===== src/rtl/uart_rx_if.sv =====
// Receive-side bundle of the UART: serial input plus the received-byte outputs.
interface uart_rx_if;
  logic       rx;
  logic [7:0] rx_data;
  logic       rx_valid;
  logic       rx_busy;
  logic       frame_err;

  // Master drives the serial line and observes the receiver outputs.
  modport master (output rx, input rx_data, input rx_valid, input rx_busy, input frame_err);
  // Slave is the receiver itself.
  modport slave  (input rx, output rx_data, output rx_valid, output rx_busy, output frame_err);
endinterface


===== src/rtl/uart_rx.sv =====
// 16x-oversampled 8N1 UART receiver with 3-sample majority vote and framing-error flag.
module uart_rx #(
  parameter int unsigned BAUD_TICK_COUNT = 16
) (
  input  logic      clk_16x,
  input  logic      rst,
  uart_rx_if.slave  bus
);

  localparam int unsigned MID_TICK  = BAUD_TICK_COUNT / 2;
  localparam logic [3:0]  TICK_LAST = 4'(BAUD_TICK_COUNT - 1);
  localparam logic [3:0]  TICK_S0   = 4'(MID_TICK - 1);
  localparam logic [3:0]  TICK_S1   = 4'(MID_TICK);
  localparam logic [3:0]  TICK_VOTE = 4'(MID_TICK + 1);

  typedef enum logic [2:0] {
    IDLE      = 3'd0,
    START     = 3'd1,
    DATA      = 3'd2,
    STOP      = 3'd3,
    WAIT_HIGH = 3'd4
  } state_t;

  state_t     state_q, state_d;
  logic [3:0] tick_q, tick_d;
  logic [2:0] bit_q, bit_d;
  logic [7:0] shift_q, shift_d;
  logic [7:0] data_q, data_d;
  logic [1:0] samp_q, samp_d;
  logic       valid_q, valid_d;
  logic       err_q, err_d;
  logic       busy_q, busy_d;
  logic       rx_meta, rx_s;
  logic       vote_c;

  // Two-FF synchroniser for the asynchronous rx pin; idles high.
  always_ff @(posedge clk_16x) begin
    if (rst) begin
      rx_meta <= 1'b1;
      rx_s    <= 1'b1;
    end else begin
      rx_meta <= bus.rx;
      rx_s    <= rx_meta;
    end
  end

  // Majority of the two stored samples and the current one at the vote tick.
  assign vote_c = (samp_q[0] & samp_q[1]) | (samp_q[0] & rx_s) | (samp_q[1] & rx_s);

  // State and datapath registers.
  always_ff @(posedge clk_16x) begin
    if (rst) begin
      state_q <= IDLE;
      tick_q  <= '0;
      bit_q   <= '0;
      shift_q <= '0;
      data_q  <= '0;
      samp_q  <= '0;
      valid_q <= 1'b0;
      err_q   <= 1'b0;
      busy_q  <= 1'b0;
    end else begin
      state_q <= state_d;
      tick_q  <= tick_d;
      bit_q   <= bit_d;
      shift_q <= shift_d;
      data_q  <= data_d;
      samp_q  <= samp_d;
      valid_q <= valid_d;
      err_q   <= err_d;
      busy_q  <= busy_d;
    end
  end

  // Next-state, bit sampling and strobe generation.
  always_comb begin
    state_d = state_q;
    tick_d  = tick_q;
    bit_d   = bit_q;
    shift_d = shift_q;
    data_d  = data_q;
    samp_d  = samp_q;
    valid_d = 1'b0;
    err_d   = 1'b0;

    if (state_q != IDLE && state_q != WAIT_HIGH) begin
      tick_d = (tick_q == TICK_LAST) ? 4'd0 : tick_q + 4'd1;
      if (tick_q == TICK_S0) samp_d[0] = rx_s;
      if (tick_q == TICK_S1) samp_d[1] = rx_s;
    end

    unique case (state_q)
      IDLE: begin
        tick_d = '0;
        if (!rx_s) state_d = START;
      end
      START: begin
        if (tick_q == TICK_VOTE && vote_c) begin
          state_d = IDLE;
          tick_d  = '0;
        end else if (tick_q == TICK_LAST) begin
          state_d = DATA;
          bit_d   = '0;
        end
      end
      DATA: begin
        if (tick_q == TICK_VOTE) shift_d[bit_q] = vote_c;
        if (tick_q == TICK_LAST) begin
          if (bit_q == 3'd7) state_d = STOP;
          else               bit_d   = bit_q + 3'd1;
        end
      end
      STOP: begin
        // Resolve at mid stop bit so a back-to-back start edge is not missed.
        if (tick_q == TICK_VOTE) begin
          data_d = shift_q;
          tick_d = '0;
          if (vote_c) begin
            valid_d = 1'b1;
            state_d = IDLE;
          end else begin
            err_d   = 1'b1;
            state_d = WAIT_HIGH;
          end
        end
      end
      WAIT_HIGH: begin
        if (rx_s) state_d = IDLE;
      end
      default: state_d = IDLE;
    endcase

    busy_d = (state_d != IDLE);
  end

  assign bus.rx_data   = data_q;
  assign bus.rx_valid  = valid_q;
  assign bus.rx_busy   = busy_q;
  assign bus.frame_err = err_q;

endmodule


===== src/flat_wrapper.sv =====
// flat-port wrapper written by rule: the top's interface ports become plain ports
module uart_rx_flat 
#(
  parameter int unsigned BAUD_TICK_COUNT = 16
)
  (clk_16x, rst, bus_rx, bus_rx_data, bus_rx_valid, bus_rx_busy, bus_frame_err);
  uart_rx_if bus_i ();
  input  logic clk_16x;
  input  logic rst;
  input wire logic [$bits(bus_i.rx)-1:0] bus_rx;
  output wire logic [$bits(bus_i.rx_data)-1:0] bus_rx_data;
  output wire logic [$bits(bus_i.rx_valid)-1:0] bus_rx_valid;
  output wire logic [$bits(bus_i.rx_busy)-1:0] bus_rx_busy;
  output wire logic [$bits(bus_i.frame_err)-1:0] bus_frame_err;
  assign bus_i.rx = bus_rx;
  assign bus_rx_data = bus_i.rx_data;
  assign bus_rx_valid = bus_i.rx_valid;
  assign bus_rx_busy = bus_i.rx_busy;
  assign bus_frame_err = bus_i.frame_err;
  uart_rx #(.BAUD_TICK_COUNT(BAUD_TICK_COUNT)) u_core (.clk_16x(clk_16x), .rst(rst), .bus(bus_i));
endmodule

===== config.mk =====
export PLATFORM = sky130hd
export DESIGN_NAME = uart_rx_flat
export DESIGN_NICKNAME = d
export VERILOG_FILES = /design/src/rtl/uart_rx_if.sv /design/src/rtl/uart_rx.sv /design/src/flat_wrapper.sv
export SDC_FILE = /design/constraint.sdc
export NUM_CORES = 1
export LEC_CHECK = 0
export CAP_MARGIN = 30
export CORE_UTILIZATION = 25
export CTS_BUF_LIST = sky130_fd_sc_hd__clkbuf_4
export CTS_CLUSTER_DIAMETER = 100
export DETAILED_ROUTE_END_ITERATION = 7
export PLACE_DENSITY = 0.53
export SLEW_MARGIN = 15
export SYNTH_ARGS = -nofsm -noshare
export SYNTH_HDL_FRONTEND = slang
export SYNTH_SLANG_ARGS = --single-unit
export TNS_END_PERCENT = 20

===== constraint.sdc =====
create_clock -name clk_16x -period 1.7 [get_ports clk_16x]
set_input_delay 0.34 -clock clk_16x [delete_from_list [all_inputs] [get_ports clk_16x]]
set_output_delay 0.34 -clock clk_16x [all_outputs]
set_load 0.01 [all_outputs]

# Word level (Yosys, flattened, before mapping)
# Cells that the tools add are included.
[totals] regBits=33 in_bits=3 output_inout_bits=11 word_cells=74
[op_classes] add_sub_neg=2 order_cmp=2 eq_ne=14 mux=24 bitwise=7 reduce_logical=13
[ops] operator="$mux W3" count=12
[ops] operator="$mux W4" count=4
[ops] operator="$pmux W3 S5" count=1
[ops] operator="$eq A4 B4 Y1 const B" count=3
[ops] operator="$pmux W4 S3" count=1
[ops] operator="$bwmux W8" count=1
[ops] operator="$reduce_and A2 Y1" count=4
[ops] operator="$eq A3 B2 Y1 const B" count=2
[ops] operator="$eq A3 B3 Y1 const B" count=2
[ops] operator="$pmux W3 S2" count=1
[ops] operator="$reduce_bool A3 Y1" count=2
[ops] operator="$reduce_and A5 Y1" count=1
[ops] operator="$add A4 B1 Y4 const B" count=1
[ops] operator="$eq A4 B3 Y1 const B" count=1
[ops] operator="$lt A3 B4 Y1 const B" count=1
[ops] operator="$ne A2 B1 Y1 const B" count=2
[ops] operator="$ne A2 B2 Y1 const B" count=2
[ops] operator="$add A3 B1 Y3 const B" count=1
[ops] operator="$and A1 B1 Y1" count=3
[ops] operator="$demux W1 S3" count=1
[ops] operator="$eq A3 B1 Y1 const B" count=1
[ops] operator="$ge A3 B1 Y1 const B" count=1
[ops] operator="$logic_and A1 B1 Y1" count=3
[ops] operator="$logic_not A3 Y1" count=1
[ops] operator="other kinds (6)" count=10

# Longest topological paths before layout
[depth] depth_word=7 depth_mapped=7

# Worst setup path after synthesis
# OpenSTA, ideal clock, no wires.
[synth_path] path_kind="flip-flop to flip-flop" startpoint="register u_core.bit_q[0]" endpoint="register u_core.bit_q[1]" setup_ns=0.132 arrival_ns=1.537 required_time_ns=1.568 slack_ns=0.032 path_stages_with_launch=6 cell_sequence="dfxtp_1 -> ha_1 -> ha_1 -> or3b_2 -> a221oi_1 -> nor3_1"
[synth_via] elab_chain_len=4 word_cells_on_any_way=7 classes_between="1 x add/sub; 2 x eq/ne; 3 x mux; 1 x reduce/logical"
[synth_rtl] element="from (decl)" line_no="uart_rx.sv:26" source="logic [2:0] bit_q, bit_d;"
[synth_rtl] element="from (signal assigned)" line_no="uart_rx.sv:65" source="bit_q <= bit_d;"
[synth_rtl] element="$add A3 B1 Y3" line_no="uart_rx.sv:110" source="else bit_d = bit_q + 3'd1;"
[synth_rtl] element="$mux W3" line_no="uart_rx.sv:109" source="if (bit_q == 3'd7) state_d = STOP;"
[synth_rtl] element="$mux W3" line_no="uart_rx.sv:108" source="if (tick_q == TICK_LAST) begin"
[synth_rtl] element="$pmux W3 S2" line_no="uart_rx.sv:92" source="unique case (state_q)"
# Several ways; a longest one is shown, not always the timed one. The select of a mux whose other input is x is not followed.
# A chain may end at the register's enable or synchronous reset.

# Worst setup path after layout
[layout_path] startpoint="register u_core.bit_q[0]" endpoint="register u_core.bit_q[2]"
# The elaborated chain is that of the path after synthesis.

==> key figures <==
Place
  – Detail Placement HPWL: 2260 um
  – Placed Instance Area: 0.00181 sq mm
  – Port buffer count: 13
  – GPL Wtd Cong: 0.783

Pwr
  – Leakage: 0.730 nW
  – VDD IR-drop max: 290 uV
  – Net switching power: 0.303 mW
  – Share of power burned in registers: 62.1%
  – Int Power: 0.954 mW
  – Pwr dens: 652 mW/mm^2
  – Clock Power Share: 34.0%
  – Switching Share: 24.1%
  – Comb power frac: 3.9%

Setup path
  – Crit path largest cell delay: 0.51 ns
  – Worst path depth: 5
  – Critical Path RT: 1.93 ns
  – CP cell instances: ha_1 > ha_1 > or3b_2 > a221oi_2 > nor3_1
  – Crit path buffers/inverters: 0
  – Critical path data arrival time: 1.90 ns
  – Maximum fanout along the worst path: 3
  – Crit start category: register
  – Reg2reg setup slack: 0.03 ns
  – Crit. End Element: register
  – Setup CP Type: reg2reg
  – CP most frequent cell: ha_1
  – CP Launch Point: u_core.bit_q[0]
  – Worst setup endpoint: u_core.bit_q[2]
  – Worst R2R End: u_core.bit_q[2]
  – Worst path slowest cell: or3b_2
  – Worst R2R Path Depth: 5
  – CP top delay family: simple AND/OR/NAND/NOR gates
  – RR Startpoint: u_core.bit_q[0]

Drt
  – DR iter-0 viols: 84
  – WL/cell: 12.1 um
  – DR vias/cell: 4.74
  – Drt pass-1 iters: 4
  – Via count: 1236
  – DRC viols: 0
  – DRT antenna net count: 0
  – Drt total wl: 3150 um

STA
  – Slew @ Worst Pin: 0.407 ns
  – F_max: 599 MHz
  – Skew final: 0.00684 ns
  – Final slew viol count: 0
  – Final Hold Viols: 0
  – Post-route setup TNS: 0 ns
  – # setup viols final: 0
  – Rel. slew slack: 72.7%
  – Fin crit period: 1.67 ns
  – Part of the cycle the worst path needs: 98.2%

Layout
  – Util after Layout: 34.0%
  – Final instance area: 0.00193 sq mm
  – P&R area growth vs syn: 27.7%
  – Layout cells sized above 1: 23.3%
  – Nets: 196
  – Antenna cells: 0

Logic synthesis
  – Avg Synthesized Cell Area: 9.27 sq um
  – Synth async-reset ratio: 0%
  – Top cells by area, synth: dfxtp_1 44%, mux2i_1 12%, nor2_1 6.2%
  – Synth top area share: 43.7%
  – Post-synth EDFFs: 0
  – Cell taking the most area after synthesis: dfxtp_1
  – Syn Std Cell Area: 0.00151 sq mm
  – Post-Syn Nets: 171
  – Most frequent cell after synthesis: dfxtp_1
  – Sequential area share after synthesis: 43.7%
  – FF+latch count, synth: 33
  – Synth warnings: 0
  – Synth cell count leaders: 33 x dfxtp_1, 25 x nor2_1, 18 x mux2i_1, 8 x nand2_1
  – Cell variety after synth: 42
  – Post-Syn Instances: 163
  – Ys flop type: dfxtp_1

GRT
  – Total GRT Usage: 10.7%
  – Largest net degree at the start of global routing: 22
  – Vias in the first global route: 1159
  – Global route total overflow: 0
  – Initial antenna violation count: 0
  – First-pass GRT wire length: 5260 um

Clocking
  – CTS clock-pin slew for the worst setup and hold paths: 0.11 ns
  – Root buffer cell: clkbuf_4
  – CTS tree: yes
  – CTS H-Tree Depth: 2
  – # Post-CTS Setup Buffers: 0
  – Clock sink count: 33
  – Clk_lat worst skew: 0.33 ns
  – CTS buffer count: 5
  – Hold bufs inserted after CTS: 0
  – Clk buf depth: 2

Floorplan
  – Die Area: 0.00636 sq mm
  – FP Rows: 27
  – Die Span Y: 79.7 um
  – I/O pins: 14
  – CORE AREA: 0.00568 sq mm
  – Die width: 79.7 um
  – Initial core utilization: 26.6%

Hold path
  – Hold path startpoint: u_core.rx_meta
  – Hold Path Class: reg2reg

Outcome
  – Status: finished clean

Run
  – Maxcap violations: 0
-- stage by stage --
step | worst slack, ns | hold WS [ns] | instances | total power [mW]
floorplan | 0.0319 | 0.389 | 163 | 0.827
global placement | 0.0246 | 0.392 | 253 | 0.845
detailed placement | 0.00395 | 0.401 | 253 | 0.845
CTS | 0.0235 | 0.425 | 261 | 1.28
global route | -0.0333 | 0.425 | 261 | 1.32
finish | 0.0308 | 0.426 | 261 | 1.26
-- power by group through the flow --
stage          Sequential, mW  Combinational [mW]  Clock [mW]
2_1_floorplan           0.798              0.0296           0
3_3_place_gp            0.798              0.0468           0
3_5_place_dp            0.798              0.0470           0
4_1_cts                 0.781              0.0468       0.452
5_1_grt                 0.782              0.0539       0.483
6_report                0.780              0.0495       0.427
-- flip-flops by register name, indices dropped and copies added (netlist names) --
signal and cells:
u_core.shift_q 8, u_core.state_q 3, u_core.rx_s 1, u_core.bus.rx_busy 1
u_core.bus.frame_err 1, u_core.bus.rx_data 8, u_core.bus.rx_valid 1, u_core.rx_meta 1
u_core.samp_q 2, u_core.bit_q 3, u_core.tick_q 4
-- kinds of logic after synthesis --
| logic type | share of synthesized area (%) |
|---|---|
| AOI/OAI and AO/OA | 8.62 |
| xor gates and xnor gates | 0.580 |
| adders and majority gates | 4.81 |
| buffers and inverters | 4.81 |
| DFF | 43.7 |
| muxes | 11.9 |
| and+or+nand+nor | 25.5 |
-- final cells by class --
type / instances / area (sq um)
inverters: 7 / 26.3
flip-flops and latches: 33 / 663
well taps: 72 / 90.1
fillers: 608 / 3750
repair buffers: 28 / 255
clock buffers: 5 / 37.5
clock inverters: 3 / 17.5
multi-input cells: 113 / 838
-- worst min-delay path by stage --
stage,endpoint,slack [ns],cells after the start
finish,u_core.rx_s,0.43,1
global route,u_core.rx_s,0.42,1
CTS,u_core.rx_s,0.43,1
detailed placement,u_core.rx_s,0.40,1
global placement,u_core.rx_s,0.39,1
floorplan,u_core.rx_s,0.39,1
-- per-layer routing --
layer  global-route usage, %  share of wire [%]  vias up
met5                       0                  0        -
met4                    3.27                1.0        0
met3                    3.54                4.0        5
met2                    17.0                 47       15
met1                    13.6                 48      588
li1                        -                  -      628
-- repair_timing --
action                                  in CTS  in global routing
resized for setup                            0                 14
endpoints found under the setup margin       1                 12
pin swaps                                    1                  1
-- layout by cell type, fill, tap and decap left out, drive strengths merged, types with 2 or more instances in the layout --
cell	count
dfxtp	33
nor2	26
mux2i	18
buf	15
clkdlybuf4s50	13
nand2	8
inv	7
a21oi	7
nor3	6
clkbuf	5
ha	5
nor4	5
nand4	4
or2	3
nand4b	3
and3	2
a221oi	2
clkinv	2
nand3b	2
or3b	2
nand2b	2
Note: power is estimated with default switching activity, not from simulation.
==> edit 1, RTL diff (config.mk and constraints unchanged) <==
`shift_q` and `data_q` no longer have a reset.
--- a/src/rtl/uart_rx.sv
+++ b/src/rtl/uart_rx.sv
@@ -55,4 +55,2 @@
       bit_q   <= '0;
-      shift_q <= '0;
-      data_q  <= '0;
       samp_q  <= '0;
@@ -65,4 +63,2 @@
       bit_q   <= bit_d;
-      shift_q <= shift_d;
-      data_q  <= data_d;
       samp_q  <= samp_d;
@@ -72,2 +68,7 @@
     end
+  end
+
+  always_ff @(posedge clk_16x) begin
+    shift_q <= shift_d;
+    data_q  <= data_d;
   end
Formal check against the unedited RTL: no difference found for any inputs over 10 cycles, from zero or initial values and one cycle with rst high; that may be too few to reach the edited logic, so the function may still have changed.
==> edit 1 against the unedited design <==
  * Area after synthesis fell by 7.5%
  * Setup slack improved by 0.10 ns
  * Core utilization fell by 1.1 points
  * Combinational power fell by 24%
  * Routed wire length fell by 18%
  * Sequential share of layout area rose by 13 points
  * Sequential cell count did not move
  * Final area fell by 11%
  * Power rose by 4.4%
  * Hold slack got worse by 0.0086 ns
  * Critical path type unchanged
==> edit 1: results (changes against the unedited design) <==
Setup path
  • Worst R2R End: u_core.tick_q[3]$_SDFF_PP0_
  • R2r startpoint: u_core.state_q[1]$_SDFF_PP0_
  • Worst-path maximum fanout: 10 (+7)
  • Worst EP arrival: 1.85 ns (-0.05 ns)
  • Worst R2R Path Depth: 4 (-1)
  • Setup slack, reg-to-reg: 0.13 ns (+0.10 ns)

Yosys
  • Primary FF master, synth: dfxtp_1
  • Ys Warns: 0 (unchanged)
  • Post-synthesis async set-or-reset flop share: 0 (unchanged)
  • EDFF count, synth: 16 (+16)
  • Sequential fraction of the synthesis area: 0.587 (+0.150)
  • Distinct cells, synth: 38 (-9.5%)
  • Area contributors post-synth: edfxtp_1 34%, dfxtp_1 24%, nor2_1 4.6%, ha_1 4.5%, nand2_1 2.7%
  • Syn_nets: 138 (-19%)
  • Top cell types by occurrence after synthesis: 17 x dfxtp_1, 17 x nor2_1, 16 x edfxtp_1, 10 x nand2_1, 7 x inv_1

Placement
  • IO buf count: 13 (unchanged)
  • GP Congestion: 0.785 (+0.23%)
  • Half-perimeter wire length after placement: 1.79 mm (-21%)
  • Post-place instance area: 1650 um2 (-8.6%)

Clocking
  • Worst skew pair latency: 0.34 ns
  • Maximum clock insertion buffer count: 2 (unchanged)
  • H-tree depth: 2 (unchanged)
  • Post-CTS Setup Bufs: 0 (unchanged)
  • CTS root buf: clkbuf_4
  • Inserted Clock Buffers: 5 (unchanged)
  • Worst-path clk slew: 0.10 ns

Min path
  • Worst hold-check path type: flip-flop to flip-flop
  • Hold path depth: 1 (unchanged)
  • Min-delay src: u_core.rx_meta$_SDFF_PP1_
  • Hold endpoint: u_core.rx_s$_SDFF_PP1_

STA
  • Setup Skew: 0.00552 ns (-0.00131 ns)
  • Slew @ Worst Pin: 0.413 ns (+0.00586 ns)
  • Worst Hold Margin: 0.418 ns (-0.00859 ns)

Route
  • DRT Pass-1 Iters: 4 (unchanged)
  • Detailed Route Iter0 Violations: 50 (-40%)
  • WL/cell: 11.5 um (-4.9%)
  • Vias post-DR: 1020 (-17%)

Cells and area
  • Share of layout cells above drive strength 1: 0.169 (-0.0640)
  • Fillers: 546 (-10%)
  • Ant. Diodes: 0 (unchanged)
  • Total Nets Final: 161 (-18%)

Global route
  • Tot GR Track Use: 0.0959 (-0.0110)
  • Initial antenna violation count: 0 (unchanged)
  • Pin count of the biggest net entering global routing: 13 (-41%)
  • Number of global-route vias before repair: 975 (-16%)
  • First-pass GRT wire length: 4.28 mm (-19%)

Outcome
  • Status: finished, final reports clean

Power and ir drop
  • Max rail drop VDD: 0.000285 V (-1.6%)
  • Switching pwr: 292 uW (-3.7%)
  • P_leak: 0.000627 uW (-14%)
[edit 1: cell types whose count changed after synthesis, sizes merged, moves of 4 or more]
cell,change
o21ai,+4
dfxtp,-16
edfxtp,+16
nor4,-4
nor2,-9
mux2i,-16
[edit 1: power by group through the flow]
stage	sequential (uW)	clock, uW	combinational [uW]
2_1_floorplan	852	0	21.2
3_3_place_gp	852	0	35.0
3_5_place_dp	853	0	35.9
4_1_cts	834	450	36.1
5_1_grt	836	505	41.5
6_report	834	441	37.4
[edit 1: final cells by class]
| cell class | count | share of cell area |
|---|---|---|
| clock inverters | 2 | 0.00581 |
| multi-input cells | 84 | 0.310 |
| well taps | 70 | 0.0508 |
| repair buffers | 22 | 0.115 |
| inverters | 7 | 0.0152 |
| clock buffers | 6 | 0.0261 |
| flip-flops and latches | 33 | 0.478 |
[edit 1: per-stage QoR]
stage | setup WS, ns | utilization | instances
after global routing | -0.00833 | 0.329 | 224
after global placement | 0.0635 | 0.316 | 216
after CTS | 0.0325 | 0.326 | 224
after floorplan | 0.194 | - | 130
final | 0.133 | 0.329 | 224
after detailed placement | 0.0111 | 0.316 | 216
[edit 1: cells by family (layout without fill, tap and decap cells)]
family,after synthesis,after routing,synth area share
and+or+nand+nor,54,54,0.203
DFF,33,33,0.587
AOI/OAI and AO/OA,21,21,0.0967
buffers and inverters,13,37,0.0403
adders and majority gates,6,6,0.0519
muxes,2,2,0.0143
xor gates and xnor gates,1,1,0.00627
[edit 1: layer usage]
layer | share of wire | up-vias | GRT usage
li1 | - | 511 | -
met1 | 0.42 | 471 | 0.0962
met2 | 0.50 | 30 | 0.164
met3 | 0.049 | 8 | 0.0440
met4 | 0.028 | 0 | 0.0519
met5 | 0 | - | 0
[edit 1: how the worst max path moves through the flow]
stage	start	endpoint	slack, ns
after detailed placement	u_core.tick_q[0]$_SDFF_PP0_	u_core.bus.rx_data[1]$_DFFE_PP_	0.01
after global routing	u_core.tick_q[1]$_SDFF_PP0_	u_core.bus.rx_data[1]$_DFFE_PP_	-0.008
after CTS	u_core.tick_q[0]$_SDFF_PP0_	u_core.bus.rx_busy$_SDFF_PP0_	0.03
after global placement	u_core.tick_q[0]$_SDFF_PP0_	u_core.bus.rx_data[0]$_DFFE_PP_	0.06
after floorplan	u_core.tick_q[0]$_SDFF_PP0_	u_core.bus.rx_data[0]$_DFFE_PP_	0.19
final	u_core.state_q[1]$_SDFF_PP0_	u_core.tick_q[3]$_SDFF_PP0_	0.13
[edit 1: what timing repair did]
action	CTS	global route
gates resized for setup	1	5
pin swaps	0	1
hold buffers	0	0
endpoints found under the setup margin	8	16
[edit 1: worst max-delay path: stages, from the launching register on]
cell and delay (ns):
dfxtp_1 0.51, or2_1 0.31, nand2_1 0.12, or4_1 0.41, a21oi_1 0.15
==> edit 2, RTL diff (same settings) <==
Without the edit above. `BAUD_TICK_COUNT` is set to 16 in 2 places; all go to 8.
--- a/src/rtl/uart_rx.sv
+++ b/src/rtl/uart_rx.sv
@@ -2,3 +2,3 @@
 module uart_rx #(
-  parameter int unsigned BAUD_TICK_COUNT = 16
+  parameter int unsigned BAUD_TICK_COUNT = 8
 ) (
--- a/src/flat_wrapper.sv
+++ b/src/flat_wrapper.sv
@@ -3,3 +3,3 @@
 #(
-  parameter int unsigned BAUD_TICK_COUNT = 16
+  parameter int unsigned BAUD_TICK_COUNT = 8
 )
Function: changed (Yosys sat finds a counterexample within 10 cycles, from zero or initial values and one cycle with rst high).
==> edit 2 against the unedited design <==
  * Die area decreased by 0.73%
  * Routed wire length is 8.4% lower
  * Critical path depth up 1
  * Power grew 2.3%
  * Global-route usage fell by 0.079 points
  * Cell count decreased by 1.9%
  * Non-clock buffer count decreased by 1
  * Area after synthesis down 0.75%
  * Sequential cell count stayed put
  * Final area down 4.0%
  * Setup slack better by 0.066 ns
  * Via count shrank 4.4%
  * Critical path type unchanged
==> edit 2: results (changes against the unedited design) <==
Yosys
  • Compound-Gate Fraction of Synth Area: 0.0952 (+0.00899)
  • Area contributors post-synth: dfxtp_1 44%, mux2i_1 12%, nor2_1 6.5%, ha_1 4.2%, nand4b_1 2.9%
  • Top cell types by occurrence after synthesis: 33 x dfxtp_1, 26 x nor2_1, 18 x mux2i_1, 6 x a21oi_1, 6 x clkbuf_1
  • Syn Inst Count: 159 (-2.5%)
  • Xor and xnor area share after synthesis: 0.00584 (+0.0000436)
  • Sequential fraction of the synthesis area: 0.441 (+0.00329)
  • Distinct cells, synth: 40 (-4.8%)
  • Post-Synth Adder-Cell Area: 0.0492 (+0.00120)
  • Mux contribution to synthesized area: 0.120 (+0.000896)
  • Syn_nets: 167 (-2.3%)

Placement
  • Post-place instance area: 1780 um2 (-1.5%)
  • IO buf count: 13 (unchanged)
  • GP Congestion: 0.787 (+0.46%)
  • DP Worst Slack: 0.0429 ns (+0.0390 ns)
  • Placed insts: 248 (-2.0%)
  • Half-perimeter wire length after placement: 2.04 mm (-10%)

Clocking
  • Worst-path clk slew: 0.11 ns (about the same)
  • H-tree depth: 2 (unchanged)
  • CTS root buf: clkbuf_4

Route
  • WL/cell: 11.3 um (-6.6%)
  • Metal3 WL: 182 um (+43%)
  • Vias post-DR: 1182 (-4.4%)
  • DR vias/cell: 4.62 (-2.5%)
  • Detailed Route Iter0 Violations: 64 (-24%)
  • DR WL met2: 1.21 mm (-17%)
  • WL met1: 1.43 mm (-5.9%)

Power and ir drop
  • Max rail drop VDD: 0.000387 V (+33%)
  • Seq pwr: 789 uW (+1%)
  • Switch share: 0.244 (+0.00329)
  • Logic power comb: 72.4 uW (+46%)
  • P_leak: 0.000701 uW (-4.0%)

Min path
  • Hold endpoint: u_core.rx_s$_SDFF_PP1_

Setup path
  • Worst R2R Path Depth: 6 (+1)
  • Worst-path maximum fanout: 5 (+2)
  • Req. time, crit path: 1.97 ns (+0.04 ns)
  • Worst R2R End: u_core.bus.rx_busy$_SDFF_PP0_
  • CP max-delay cell: a2111o_1
  • Kind of critical path: flip-flop to flip-flop
  • Worst path max stage delay: 0.42 ns (-0.09 ns)
  • Critical path origin: u_core.tick_q[1]$_SDFF_PP0_
  • Family with the most delay on the worst path: compound AO/OA/AOI/OAI gates

STA
  • Worst Hold Margin: 0.426 ns (-0.000470 ns)
  • Slew @ Worst Pin: 0.365 ns (-0.0422 ns)
  • Setup WS post-layout: 0.0964 ns (+0.0656 ns)
  • Setup Skew: 0.0120 ns (+0.00521 ns)

Global route
  • First-pass GRT wire length: 5.06 mm (-3.7%)
  • Global routing met2 resource utilization: 0.156 (-0.0145)
  • Tot GR Track Use: 0.106 (-0.000786)
  • Pin count of the biggest net entering global routing: 19 (-14%)
  • Met1 usage in global routing: 0.133 (-0.00213)
  • Number of global-route vias before repair: 1125 (-2.9%)

Cells and area
  • Share of layout cells above drive strength 1: 0.179 (-0.0535)
  • Fillers: 588 (-3.3%)
  • Total Nets Final: 191 (-2.6%)

Outcome
  • Status: finished, final reports clean
edit 2: cell types whose count changed after synthesis, moves of 3 or more:
cell | unedited run | this run
nor2b_1 | 1 | 4
nor3_1 | 5 | 2
clkbuf_1 | 3 | 6
inv_1 | 7 | 4
buf_2 | 7 | 4
nand2_1 | 8 | 3
edit 2: layout make-up:
| class | instances | area, um2 | area share |
|---|---|---|---|
| flip-flops and latches | 33 | 663 | 0.358 |
| inverters | 4 | 15.0 | 0.00811 |
| clock buffers | 5 | 37.5 | 0.0203 |
| multi-input cells | 112 | 792 | 0.428 |
| clock inverters | 3 | 17.5 | 0.00947 |
| repair buffers | 27 | 235 | 0.127 |
| well taps | 72 | 90.1 | 0.0487 |
edit 2: cells by family (layout without fill, tap and decap cells):
kind of cell    Yosys count  in the layout
compound gates           21             21
flops                    33             33
fa+ha+maj                 6              6
buf+inv                  14             39
simple gates             66             66
mux                      18             18
xor+xnor                  1              1
